`src/rtl/alu_pkg.sv`:
```
// Shared encodings for the serial ALU command controller: command ops, slice ops, FSM states.
package alu_pkg;

  typedef enum logic [1:0] {
    OP_AND = 2'b00,
    OP_OR  = 2'b01,
    OP_ADD = 2'b10,
    OP_SUB = 2'b11
  } op_e;

  localparam logic [1:0] SLICE_AND = 2'b00;
  localparam logic [1:0] SLICE_OR  = 2'b01;
  localparam logic [1:0] SLICE_ADD = 2'b10;

  typedef enum logic [1:0] {
    ST_IDLE = 2'b00,
    ST_RUN  = 2'b01,
    ST_RESP = 2'b10
  } state_e;

endpackage

```
`src/rtl/alu_seq_ctrl.sv`:
```
// Serial W-bit ALU controller: runs each command as NIBBLES low-first passes through an external
// 4-bit slice, chaining carry, and returns result plus flags on a valid/ready response port.
//
// state   | meaning
// ST_IDLE | cmd_ready high, waiting for a command
// ST_RUN  | one slice pass per cycle, nibble r_idx
// ST_RESP | response held on rsp_* until rsp_ready
module alu_seq_ctrl
  import alu_pkg::*;
#(
  parameter int NIBBLES = 2
) (
  input  logic                 clk,
  input  logic                 rst,
  input  logic                 cmd_valid,
  output logic                 cmd_ready,
  input  logic [1:0]           cmd_op,
  input  logic [4*NIBBLES-1:0] cmd_a,
  input  logic [4*NIBBLES-1:0] cmd_b,
  input  logic                 cmd_cin,
  output logic [3:0]           alu_a,
  output logic [3:0]           alu_b,
  output logic [1:0]           alu_op,
  output logic                 alu_cin,
  input  logic [3:0]           alu_f,
  input  logic                 alu_cout,
  input  logic                 alu_overflow,
  output logic                 rsp_valid,
  input  logic                 rsp_ready,
  output logic [4*NIBBLES-1:0] rsp_result,
  output logic                 rsp_cout,
  output logic                 rsp_zero,
  output logic                 rsp_overflow,
  output logic                 rsp_negative
);

  localparam int W    = 4 * NIBBLES;
  localparam int IDXW = (NIBBLES > 1) ? $clog2(NIBBLES) : 1;
  localparam logic [IDXW-1:0] LAST_IDX = IDXW'(NIBBLES - 1);

  state_e          r_state;
  op_e             r_op;
  logic [W-1:0]    r_a;
  logic [W-1:0]    r_b;
  logic [W-1:0]    r_res;
  logic [IDXW-1:0] r_idx;
  logic            r_carry;
  logic            r_cout;
  logic            r_ovf;
  logic            r_zero;
  logic            r_neg;

  logic            w_run;
  logic            w_logic_op;
  logic [IDXW+1:0] w_shift;
  logic [3:0]      w_nib_a;
  logic [3:0]      w_nib_b;
  logic [W-1:0]    w_res_next;

  assign w_run      = (r_state == ST_RUN);
  assign w_logic_op = (r_op == OP_AND) || (r_op == OP_OR);
  assign w_shift    = {r_idx, 2'b00};

  always_comb begin
    w_nib_a    = 4'(r_a >> w_shift);
    w_nib_b    = 4'(r_b >> w_shift);
    w_res_next = (r_res & ~(W'(4'hF) << w_shift)) | (W'(alu_f) << w_shift);
  end

  // Slice drive is combinational off registered state so each pass settles within one cycle.
  assign alu_a     = w_run ? w_nib_a : 4'h0;
  assign alu_b     = w_run ? ((r_op == OP_SUB) ? ~w_nib_b : w_nib_b) : 4'h0;
  assign alu_op    = w_run ? ((r_op == OP_SUB) ? SLICE_ADD : r_op) : 2'b00;
  assign alu_cin   = w_run ? r_carry : 1'b0;

  assign cmd_ready    = (r_state == ST_IDLE);
  assign rsp_valid    = (r_state == ST_RESP);
  assign rsp_result   = r_res;
  assign rsp_cout     = r_cout;
  assign rsp_zero     = r_zero;
  assign rsp_overflow = r_ovf;
  assign rsp_negative = r_neg;

  always_ff @(posedge clk or posedge rst) begin
    if (rst) begin
      r_state <= ST_IDLE;
      r_op    <= OP_AND;
      r_a     <= '0;
      r_b     <= '0;
      r_res   <= '0;
      r_idx   <= '0;
      r_carry <= 1'b0;
      r_cout  <= 1'b0;
      r_ovf   <= 1'b0;
      r_zero  <= 1'b0;
      r_neg   <= 1'b0;
    end else begin
      case (r_state)
        ST_IDLE: begin
          if (cmd_valid) begin
            r_op    <= op_e'(cmd_op);
            r_a     <= cmd_a;
            r_b     <= cmd_b;
            r_idx   <= '0;
            r_carry <= (op_e'(cmd_op) == OP_SUB) ? 1'b1 :
                       (op_e'(cmd_op) == OP_ADD) ? cmd_cin : 1'b0;
            r_state <= ST_RUN;
          end
        end
        ST_RUN: begin
          r_res   <= w_res_next;
          r_carry <= alu_cout;
          r_idx   <= r_idx + 1'b1;
          if (r_idx == LAST_IDX) begin
            r_cout  <= w_logic_op ? 1'b0 : alu_cout;
            r_ovf   <= w_logic_op ? 1'b0 : alu_overflow;
            r_zero  <= (w_res_next == '0);
            r_neg   <= w_res_next[W-1];
            r_state <= ST_RESP;
          end
        end
        ST_RESP: begin
          if (rsp_ready) r_state <= ST_IDLE;
        end
        default: r_state <= ST_IDLE;
      endcase
    end
  end

endmodule

```
`config.mk`:
```
export PLATFORM = sky130hd
export DESIGN_NAME = alu_seq_ctrl
export DESIGN_NICKNAME = d
export VERILOG_FILES = /design/src/rtl/alu_pkg.sv /design/src/rtl/alu_seq_ctrl.sv
export SDC_FILE = /design/constraint.sdc
export NUM_CORES = 1
export LEC_CHECK = 0
export ABC_AREA = 1
export CAP_MARGIN = 20
export CORE_MARGIN = 3
export CORE_UTILIZATION = 48
export CTS_CLUSTER_DIAMETER = 50
export CTS_CLUSTER_SIZE = 16
export DETAILED_ROUTE_END_ITERATION = 16
export MAX_ROUTING_LAYER = met4
export PLACE_DENSITY = 0.89
export SETUP_SLACK_MARGIN = 0.05
export SYNTH_ARGS = -nofsm -noshare
export SYNTH_HDL_FRONTEND = slang
export SYNTH_SLANG_ARGS = --single-unit
```
`constraint.sdc`:
```
create_clock -name clk -period 2.6 [get_ports clk]
set_clock_uncertainty 0.05 [all_clocks]
set_input_delay 0.26 -clock clk [delete_from_list [all_inputs] [get_ports clk]]
set_output_delay 0.26 -clock clk [all_outputs]
set_load 0.01 [all_outputs]
```
# [Word level (Yosys, flattened, before mapping)]
# Index checks and enable logic that the tools add are counted.
[word_totals] inputBits=29 wordCells=56 out_inout_bits=25 regBits=34
[classes] n_mux=18 n_addsub=1 n_reduce_logical=9 bitwise=4 eq_ne=9 shift=4
[op_table] operator="8-bit by 3-bit >> shifter with 4-bit output" count=2
[op_table] operator="4-bit 2-to-1 mux" count=3
[op_table] operator="2-bit 2-to-1 mux" count=5
[op_table] operator="8-bit AND" count=1
[op_table] operator="2-bit equality test, second input constant" count=4
[op_table] operator="8-bit zero test" count=1
[op_table] operator="8-bit NOT" count=1
[op_table] operator="8-bit OR" count=1
[op_table] operator="4-bit by 3-bit left shift with 8-bit output" count=1
[op_table] operator="4-bit by 3-bit left shift with 8-bit output, first input constant" count=1
[op_table] operator="1-bit 2-to-1 mux" count=7
[op_table] operator="2-bit one-hot mux with 3 select lines" count=1
[op_table] operator="2-bit AND reduction" count=3
[op_table] operator="2-bit by 1-bit equality test with 1-bit output, second input constant" count=2
[op_table] operator="2-bit zero test" count=2
[op_table] operator="2-bit != test, second input constant" count=2
[op_table] operator="4-bit NOT" count=1
[op_table] operator="1-bit one-hot mux with 2 select lines" count=2
[op_table] operator="3-bit AND reduction" count=1
[op_table] operator="2-bit by 1-bit != test with 1-bit output, second input constant" count=1
[op_table] operator="2-bit nonzero test" count=1
[op_table] operator="1-bit adder, second input constant" count=1
[op_table] operator="1-bit logical OR" count=1

# [Logic depth before layout (Yosys ltp)]
# Gate-level depths: netlist of the first run.
[logic_depth] word_depth=5 ltp_mapped=6

# [Worst setup path after synthesis of the first run]
# No wires, ideal clock.
[synth_path] path_type="reg2out" start="register r_state[1]" end="output alu_a[2]" required_ns=2.290 n_path_buf=1 stages_incl_launch_ff=5 arrival_ns=1.058 slack_ns=1.232 path_cell_list="dfrtp_1 > inv_1 > nand3_4 > buf_6 > o22ai_1"
[synth_between] elab_chain_cells=2
[synth_rtl] item="start: declaration" line="alu_seq_ctrl.sv:41" rtl="state_e r_state;"
[synth_rtl] item="start signal: assignment" line="alu_seq_ctrl.sv:86" rtl="r_state <= ST_IDLE;"
[synth_rtl] item="start signal: assignment" line="alu_seq_ctrl.sv:107" rtl="r_state <= ST_RUN;"
[synth_rtl] item="start signal: assignment" line="alu_seq_ctrl.sv:119" rtl="r_state <= ST_RESP;"
[synth_rtl] item="2-bit by 1-bit equality test with 1-bit output" line="alu_seq_ctrl.sv:60" rtl="assign w_run = (r_state == ST_RUN);"
[synth_rtl] item="4-bit 2-to-1 mux" line="alu_seq_ctrl.sv:71" rtl="assign alu_a = w_run ? w_nib_a : 4'h0;"
[synth_rtl] item="end: declaration" line="alu_seq_ctrl.sv:21" rtl="output logic [3:0] alu_a,"
# No other way between the ends.

# [Final worst setup path of the first run]
[layout_path] start="register r_state[0]" end="output alu_a[2]"
# The elaborated chain is that of the path after synthesis.

==> metrics.yaml, run 1 <==
crit_path_end_kind: "primary output"
drt_wl_total_mm: 3.62
floorplan.die.width_um: 63.7
outcome: "finished, final reports clean"
yosys_warnings: 0
drt_iter0_markers: 68
hpwl_mm: 2.65
fill_cells: 267
synthesis.area_sq_um: 1600
worstHoldPathType: "in -> async"
wl_per_cell_um: 12.3
startpoint: "r_state[0]$_DFFE_PP0P_"
netlist_instances: 196
cp.required_ps: 2290
rows: 20
core_sq_um: 3100
drive_gt1_share_pct: 8.37
vias: 1467
gp_congestion: 0.816
hold-worst-slack_ps: 255
finalNetCount: 280
clk_latency_ps: 340
setup_violations: 0
io_pins: 54
ir_drop_mv: 0.574
crit_arrival_ps: 2010
cts_buffer_depth: 2
rsz0062_at_grt: "no"
post_cts_buffers: 0
clock_sinks: 34
antenna_found_initial: 0
maxSlewViolCount: 0
die_h_um: 63.7
clk_pin_slew_ps: 100
area_delta_synth_final_pct: 37.2
grt_pass1_vias: 1400
worst_pin_slew_ps: 558
crit_type: "reg -> out"
vias_per_cell: 4.97
fin_crit_sh_pct: 89.4
ant_nets: 0
leakage_nw: 1.07
ys_seq_elements: 34
synth_cell_types: 21
dp_cells: 288
cts_root_buf: "clkbuf_4"
grt_max_degree: 35
critPathLaunchType: "flop"
syn_area_per_cell_sq_um: 8.16
timing.final.crit_period_ps: 2320
cts_tree: "yes"
ys_seq_area_share_pct: 53.2
cts_buffers: 5
drcViolationCount: 0
grt-ovfl-total: 0
instances_no_fill: 295
drv_cap: 0
synth_nets: 225
floorplan.initialDensity_pct: 51.5
relSlewSlack_pct: 62.7
pwr_density_cell_nw_per_um2: 1170
fmax_ghz: 0.430
grtUsageTotal_pct: 21.7
die_area_sq_um: 4060
regToRegStartpoint: "r_state[1]$_DFFE_PP0P_"
htreeDepth: 2
grt_pass1_wl_mm: 6.53
setup_tns_ps: 0
first_pass_iters: 6
finalHoldViolCount: 0
crit_fanout: 13
io_buffers: 53
antennaDiodeCount: 0
==> power by group <==
group          leakage (nW)  internal [mW]  switching, mW  total (mW)
Combinational         0.635          0.627          0.714        1.34
Clock                0.0254          0.102          0.168       0.269
Sequential            0.409          0.781          0.177       0.958
==> final timing paths <==
path | endpoint | slack (ps) | depth (start not counted)
min in group clk | r_b[5]$_DFFE_PP0P_ | 410 | 3
worst max register to register | r_op[1]$_DFFE_PP0P_ | 1240 | 5
max in group asynchronous | r_idx$_DFFE_PP0P_ | 1930 | 3
worst max-delay path | alu_a[2] | 280 | 5
worst min-delay path | r_b[0]$_DFFE_PP0P_ | 260 | 3
worst min register to register | r_b[1]$_DFFE_PP0P_ | 430 | 2
==> cell usage after synthesis <==
cell / instances / share of area [%]
nand2_1: 69 / 16
dfrtp_1: 34 / 53
nand3_1: 21 / 6.6
inv_1: 16 / 3.8
nor2_1: 16 / 3.8
a21oi_1: 12 / 3.8
nor2_2: 4 / 1.6
o21ai_0: 4 / 1.3
buf_6: 3 / 2.1
buf_4: 2 / 0.94
inv_2: 2 / 0.47
nor2_4: 2 / 1.4
o21ai_1: 2 / 0.63
o22ai_1: 2 / 0.78
buf_2: 1 / 0.31
clkbuf_1: 1 / 0.23
nand2_2: 1 / 0.39
nand2_4: 1 / 0.70
nand3_4: 1 / 1.1
nand4_1: 1 / 0.39
o31ai_1: 1 / 0.47
==> routing by layer <==
layer,track usage (%),up-vias,wire [um]
met5,-,-,0
li1,-,728,-
met3,7.31,8,268
met4,9.16,0,81
met1,26.7,684,1520
met2,32.9,47,1740
==> final cells by class <==
class	instances	area, sq um	share of cell area (%)
multi-input combinational	137	623	28.4
timing repair buffer	55	546	24.9
tap	44	55.1	2.51
inverter	18	71.3	3.25
clock buffer	7	45.0	2.05
sequential	34	853	38.9
==> timing repair <==
action / CTS / global route
setup endpoints to repair: 0 / 4
hold buffers: 0 / 0
resized for setup: 0 / 3
==> stage by stage <==
stage / power (mW) / utilization (%) / worst slack (ps) / cell area, sq um
after detailed placement: 2.31 / 69.0 / 568 / 2140
after floorplan: 1.76 / - / 1230 / 1600
after global placement: 2.26 / 69.0 / 626 / 2140
after global routing: 2.80 / 70.7 / 106 / 2190
after CTS: 2.58 / 70.5 / 182 / 2190
final: 2.57 / 70.7 / 276 / 2190
==> cell families (layout without fill, tap and decap cells) <==
| kind of cell | after synthesis | after routing | synth area share [%] |
|---|---|---|---|
| compound gates | 21 | 21 | 6.89 |
| buf+inv | 25 | 80 | 7.82 |
| flops | 34 | 34 | 53.2 |
| simple gates | 116 | 116 | 32.1 |
==> registers in the layout, indices dropped and copies added, names as in the netlist, 2 cells and up <==
name,flops
r_state,2
r_a,8
rsp_result,8
r_op,2
r_b,8
==> worst max-delay path, cell delays in order, from the launching register on <==
cell and delay [ps]:
dfrtp_2 470, inv_2 60, nor2_4 260, nand2_2 180
o22ai_1 140, clkdlybuf4s50_1 550
==> placed cells by master, fill, tap and decap left out <==
| cell | instances |
|---|---|
| nand2_1 | 69 |
| clkdlybuf4s50_1 | 53 |
| dfrtp_1 | 32 |
| nand3_1 | 21 |
| nor2_1 | 16 |
| inv_1 | 15 |
| a21oi_1 | 12 |
| clkbuf_4 | 5 |
| o21ai_0 | 4 |
| nor2_2 | 4 |
| nor2_4 | 2 |
| o21ai_1 | 2 |
| inv_2 | 2 |
| o22ai_1 | 2 |
| clkbuf_1 | 2 |
| buf_4 | 2 |
| dfrtp_2 | 2 |
| nand2_4 | 1 |
| nand3_4 | 1 |
| nand4_1 | 1 |
| clkinvlp_4 | 1 |
| nand2_2 | 1 |
| o31ai_1 | 1 |
(Power assumes the default switching activity.)
==> inputs of run 2 (changes only) <==
Settings changed: PLACE_DENSITY 0.89 to unset, PLACE_DENSITY_LB_ADDON set to 0.25.
==> metrics.yaml, run 2 (synthesized netlist as in run 1, its figures left out) <==
outcome: "finished, final reports clean"
io_pins: 54
drive_gt1_share_pct: 8.33
grt-ovfl-total: 0
clock_sinks: 34
antennaDiodeCount: 0
crit_path_end_kind: "primary output"
clk_latency_ps: 340
grt_pass1_vias: 1367
timing.final.crit_period_ps: 2390
design_area_sq_um: 2200
io_buffers: 53
rsz0062_at_grt: "no"
pwr_density_cell_nw_per_um2: 1180
setup_ws_ps: 213
drv_cap: 0
rows: 20
ir_drop_mv: 0.676
hpwl_mm: 2.61
grt_max_degree: 35
clk_pin_slew_ps: 100
vias: 1427
post_cts_buffers: 0
floorplan.die.width_um: 63.7
relSlewSlack_pct: 64.1
gp_congestion: 0.852
cp.required_ps: 2290
placed_cell_area_sq_um: 2140
path_cells: "inv_1, nand2_1, nand3_1, nand2_1, nor2_2, clkdlybuf4s50_1"
grt_pass1_wl_mm: 6.02
slowest_delay_ps: 540
grtUsageTotal_pct: 19.7
power.switching_mw: 1.05
cts_tree: "yes"
fin_crit_sh_pct: 91.8
place_ws_ps: 563
cts_root_buf: "clkbuf_4"
maxSlewViolCount: 0
cts_buffer_depth: 2
core_sq_um: 3100
drt_iter0_markers: 77
cellInternalPower_mw: 1.54
clockPowerShare_pct: 11.5
finalHoldViolCount: 0
setup_tns_ps: 0
antenna_found_initial: 0
layout.cells.most_common: "nand2_1"
drt_wl_total_mm: 3.49
leakage_nw: 1.08
worst_pin_slew_ps: 537
crit_fanout: 11
critPathLaunchType: "flop"
p_sw_share_pct: 40.7
htreeDepth: 2
area_delta_synth_final_pct: 37.8
drcViolationCount: 0
seq_power_share_pct: 36.9
final_cell_mix: "69 x nand2_1, 53 x clkdlybuf4s50_1, 33 x dfrtp_1"
crit_top_cell: "nand2_1"
wl_per_cell_um: 11.8
slowest_stage: "clkdlybuf4s50_1"
crit_arrival_ps: 2080
dp_cells: 288
vias_per_cell: 4.82
cts_hold_buffers: 0
cts_buffers: 5
fin_util_pct: 71.0
finalNetCount: 280
instances_no_fill: 296
worstHoldPathType: "in -> async"
first_pass_iters: 4
die_h_um: 63.7
fmax_ghz: 0.419
die_area_sq_um: 4060
pwr-share-comb_pct: 51.5
crit_type: "reg -> out"
setup_violations: 0
ant_nets: 0
floorplan.initialDensity_pct: 51.5
[run 2: worst paths after layout]
path	start	end	slack [ps]	cells after the start
setup / recovery	r_idx$_DFFE_PP0P_	alu_b[3]	210	6
hold / removal	rst	rsp_cout$_DFFE_PP0P_	260	3
setup reg to reg	r_state[0]$_DFFE_PP0P_	r_a[5]$_DFFE_PP0P_	1220	5
hold reg to reg	r_a[0]$_DFFE_PP0P_	r_a[0]$_DFFE_PP0P_	430	2
max in group asynchronous	rst	r_state[0]$_DFFE_PP0P_	1920	3
min in group clk	cmd_a[0]	r_a[0]$_DFFE_PP0P_	410	3
[run 2: metal layers]
layer / part of all wire (%) / track usage [%]
met1: 46 / 23.1
met2: 47 / 31.8
met3: 5.0 / 5.53
met4: 1.6 / 8.36
met5: 0 / -
[run 2: final cells by class]
class / count / area (sq um)
Fill cell: 279 / 900
Sequential cell: 34 / 852
Multi-Input combinational cell: 137 / 623
Timing Repair Buffer: 55 / 546
Inverter: 18 / 67.6
Clock buffer: 7 / 55.1
Tap cell: 44 / 55.1
Clock inverter: 1 / 5.00
[run 2: timing repair]
action / in CTS / in global routing
hold endpoints to repair: 0 / 0
setup endpoints to repair: 0 / 1
resized for setup: 0 / 1
[run 2: stage by stage]
stage / hold slack, ps / power (mW)
finish: 258 / 2.59
global route: 293 / 2.82
CTS: 261 / 2.62
detailed placement: 412 / 2.31
global placement: 404 / 2.28
floorplan: 308 / 1.76
[run 2: worst max-delay path, delay by kind of cell, from the launching register on]
family	cells	cell delay (ps)
buffers and inverters	2	860
DFF	1	480
and+or+nand+nor	4	380
[run 2: power groups by stage]
stage / logic, mW / registers, mW / clock network [mW]
finish: 1.33 / 0.956 / 0.299
global route: 1.49 / 0.994 / 0.331
CTS: 1.35 / 0.955 / 0.312
detailed placement: 1.35 / 0.966 / 0
global placement: 1.32 / 0.952 / 0
floorplan: 0.792 / 0.967 / 0
==> inputs of run 3 (changes only) <==
Settings changed: GPL_TIMING_DRIVEN set to 0.
==> metrics.yaml, run 3 (synthesized netlist as in run 1, its figures left out) <==
outcome: "finished, final reports clean"
cts_root_buf: "clkbuf_4"
p_sw_share_pct: 40.5
ir_drop_mv: 0.603
cts_buffers: 5
clk_latency_ps: 340
worst_pin_slew_ps: 722
die_h_um: 63.7
grtUsageTotal_pct: 21.4
htreeDepth: 2
multi_input_area_sq_um: 623
power.switching_mw: 1.08
floorplan.die.width_um: 63.7
critPathLaunchType: "flop"
floorplan.initialDensity_pct: 51.5
finalHoldViolCount: 0
wl_per_cell_um: 12.3
fin_crit_sh_pct: 90.2
gp_congestion: 0.833
area_delta_synth_final_pct: 42.1
crit_arrival_ps: 2030
drive_gt1_share_pct: 9.69
timing.final.crit_period_ps: 2340
setup_tns_ps: 0
pwr_density_cell_nw_per_um2: 1180
fill_cells: 266
io_pins: 54
path_cells: "inv_1, nand3_4, buf_6, o22ai_1, clkdlybuf4s50_1"
clockPowerShare_pct: 11.3
cellInternalPower_mw: 1.59
rows: 20
fmax_ghz: 0.427
slowest_stage: "clkdlybuf4s50_1"
leakage_nw: 1.12
io_buffers: 53
antenna_found_initial: 0
die_area_sq_um: 4060
final_cell_mix: "69 x nand2_1, 53 x clkdlybuf4s50_1, 34 x dfrtp_1"
first_pass_iters: 4
relSlewSlack_pct: 51.8
vias_per_cell: 4.95
cts_tree: "yes"
crit_type: "reg -> out"
core_sq_um: 3100
cts_buffer_depth: 2
pwr-share-comb_pct: 53.3
hpwl_mm: 2.84
cts_hold_buffers: 0
seq_power_share_pct: 35.5
setup_violations: 0
crit_fanout: 10
clk_pin_slew_ps: 100
grt_pass1_wl_mm: 6.38
crit_path_end_kind: "primary output"
maxSlewViolCount: 0
grt_pass1_vias: 1443
drcViolationCount: 0
grt_max_degree: 19
vias: 1496
finalNetCount: 286
layout.cells.most_common: "nand2_1"
drt_wl_total_mm: 3.73
p_total_mw: 2.67
cp.required_ps: 2290
drv_cap: 0
antennaDiodeCount: 0
regArea_sq_um: 851
ant_nets: 0
post_cts_buffers: 0
drt_iter0_markers: 78
slowest_delay_ps: 560
worstHoldPathType: "in -> async"
grt-ovfl-total: 0
cts_resized: 0
hold-worst-slack_ps: 289
clock_sinks: 34
rsz0062_at_grt: "no"
[run 3: metal layers]
layer	GRT usage [%]	up-vias	wire length (um)
met5	-	-	0
met4	8.89	0	67
met3	7.13	8	225
met2	33.5	52	1820
met1	25.4	693	1610
li1	-	743	-
[run 3: path summary, 6_finish.rpt]
path / from / end / slack (ps) / depth (start not counted)
setup / recovery: r_state[1]$_DFFE_PP0P_ / alu_a[2] / 260 / 5
hold / removal: rst / rsp_cout$_DFFE_PP0P_ / 290 / 2
setup reg to reg: r_state[0]$_DFFE_PP0P_ / r_a[1]$_DFFE_PP0P_ / 1360 / 5
hold reg to reg: r_a[0]$_DFFE_PP0P_ / r_a[0]$_DFFE_PP0P_ / 430 / 2
max in group asynchronous: rst / r_b[1]$_DFFE_PP0P_ / 1680 / 3
min in group clk: cmd_a[0] / r_a[0]$_DFFE_PP0P_ / 410 / 3
[run 3: final cells by class]
type | count | share of cell area, %
Tap cell | 44 | 2.42
Timing Repair Buffer | 54 | 24.6
Clock inverter | 1 | 0.220
Clock buffer | 7 | 2.42
Sequential cell | 34 | 37.4
Buffer | 7 | 2.53
Inverter | 18 | 2.97
Multi-Input combinational cell | 137 | 27.4
[run 3: worst max-delay path, delay by kind of cell, from the launching register on]
family                 cells  cell delay [ps]
AO/OA/AOI/OAI              1              170
AND/OR/NAND/NOR            1              150
flip-flops                 1              450
buffers and inverters      3              920
[run 3: stage by stage]
step	utilization (%)	std cells	worst slack (ps)	instance area, sq um
CTS	73.2	302	245	2270
global placement	70.4	293	667	2180
finish	73.2	302	256	2270
global route	73.2	302	127	2270
detailed placement	71.3	294	633	2210
floorplan	-	196	1230	1600
[run 3: power by group through the flow]
stage | sequential (mW) | clock [mW] | combinational, mW
6_report | 0.947 | 0.301 | 1.42
4_1_cts | 0.948 | 0.308 | 1.44
5_1_grt | 0.982 | 0.336 | 1.59
3_3_place_gp | 0.952 | 0 | 1.38
2_1_floorplan | 0.967 | 0 | 0.792
3_5_place_dp | 0.958 | 0 | 1.43
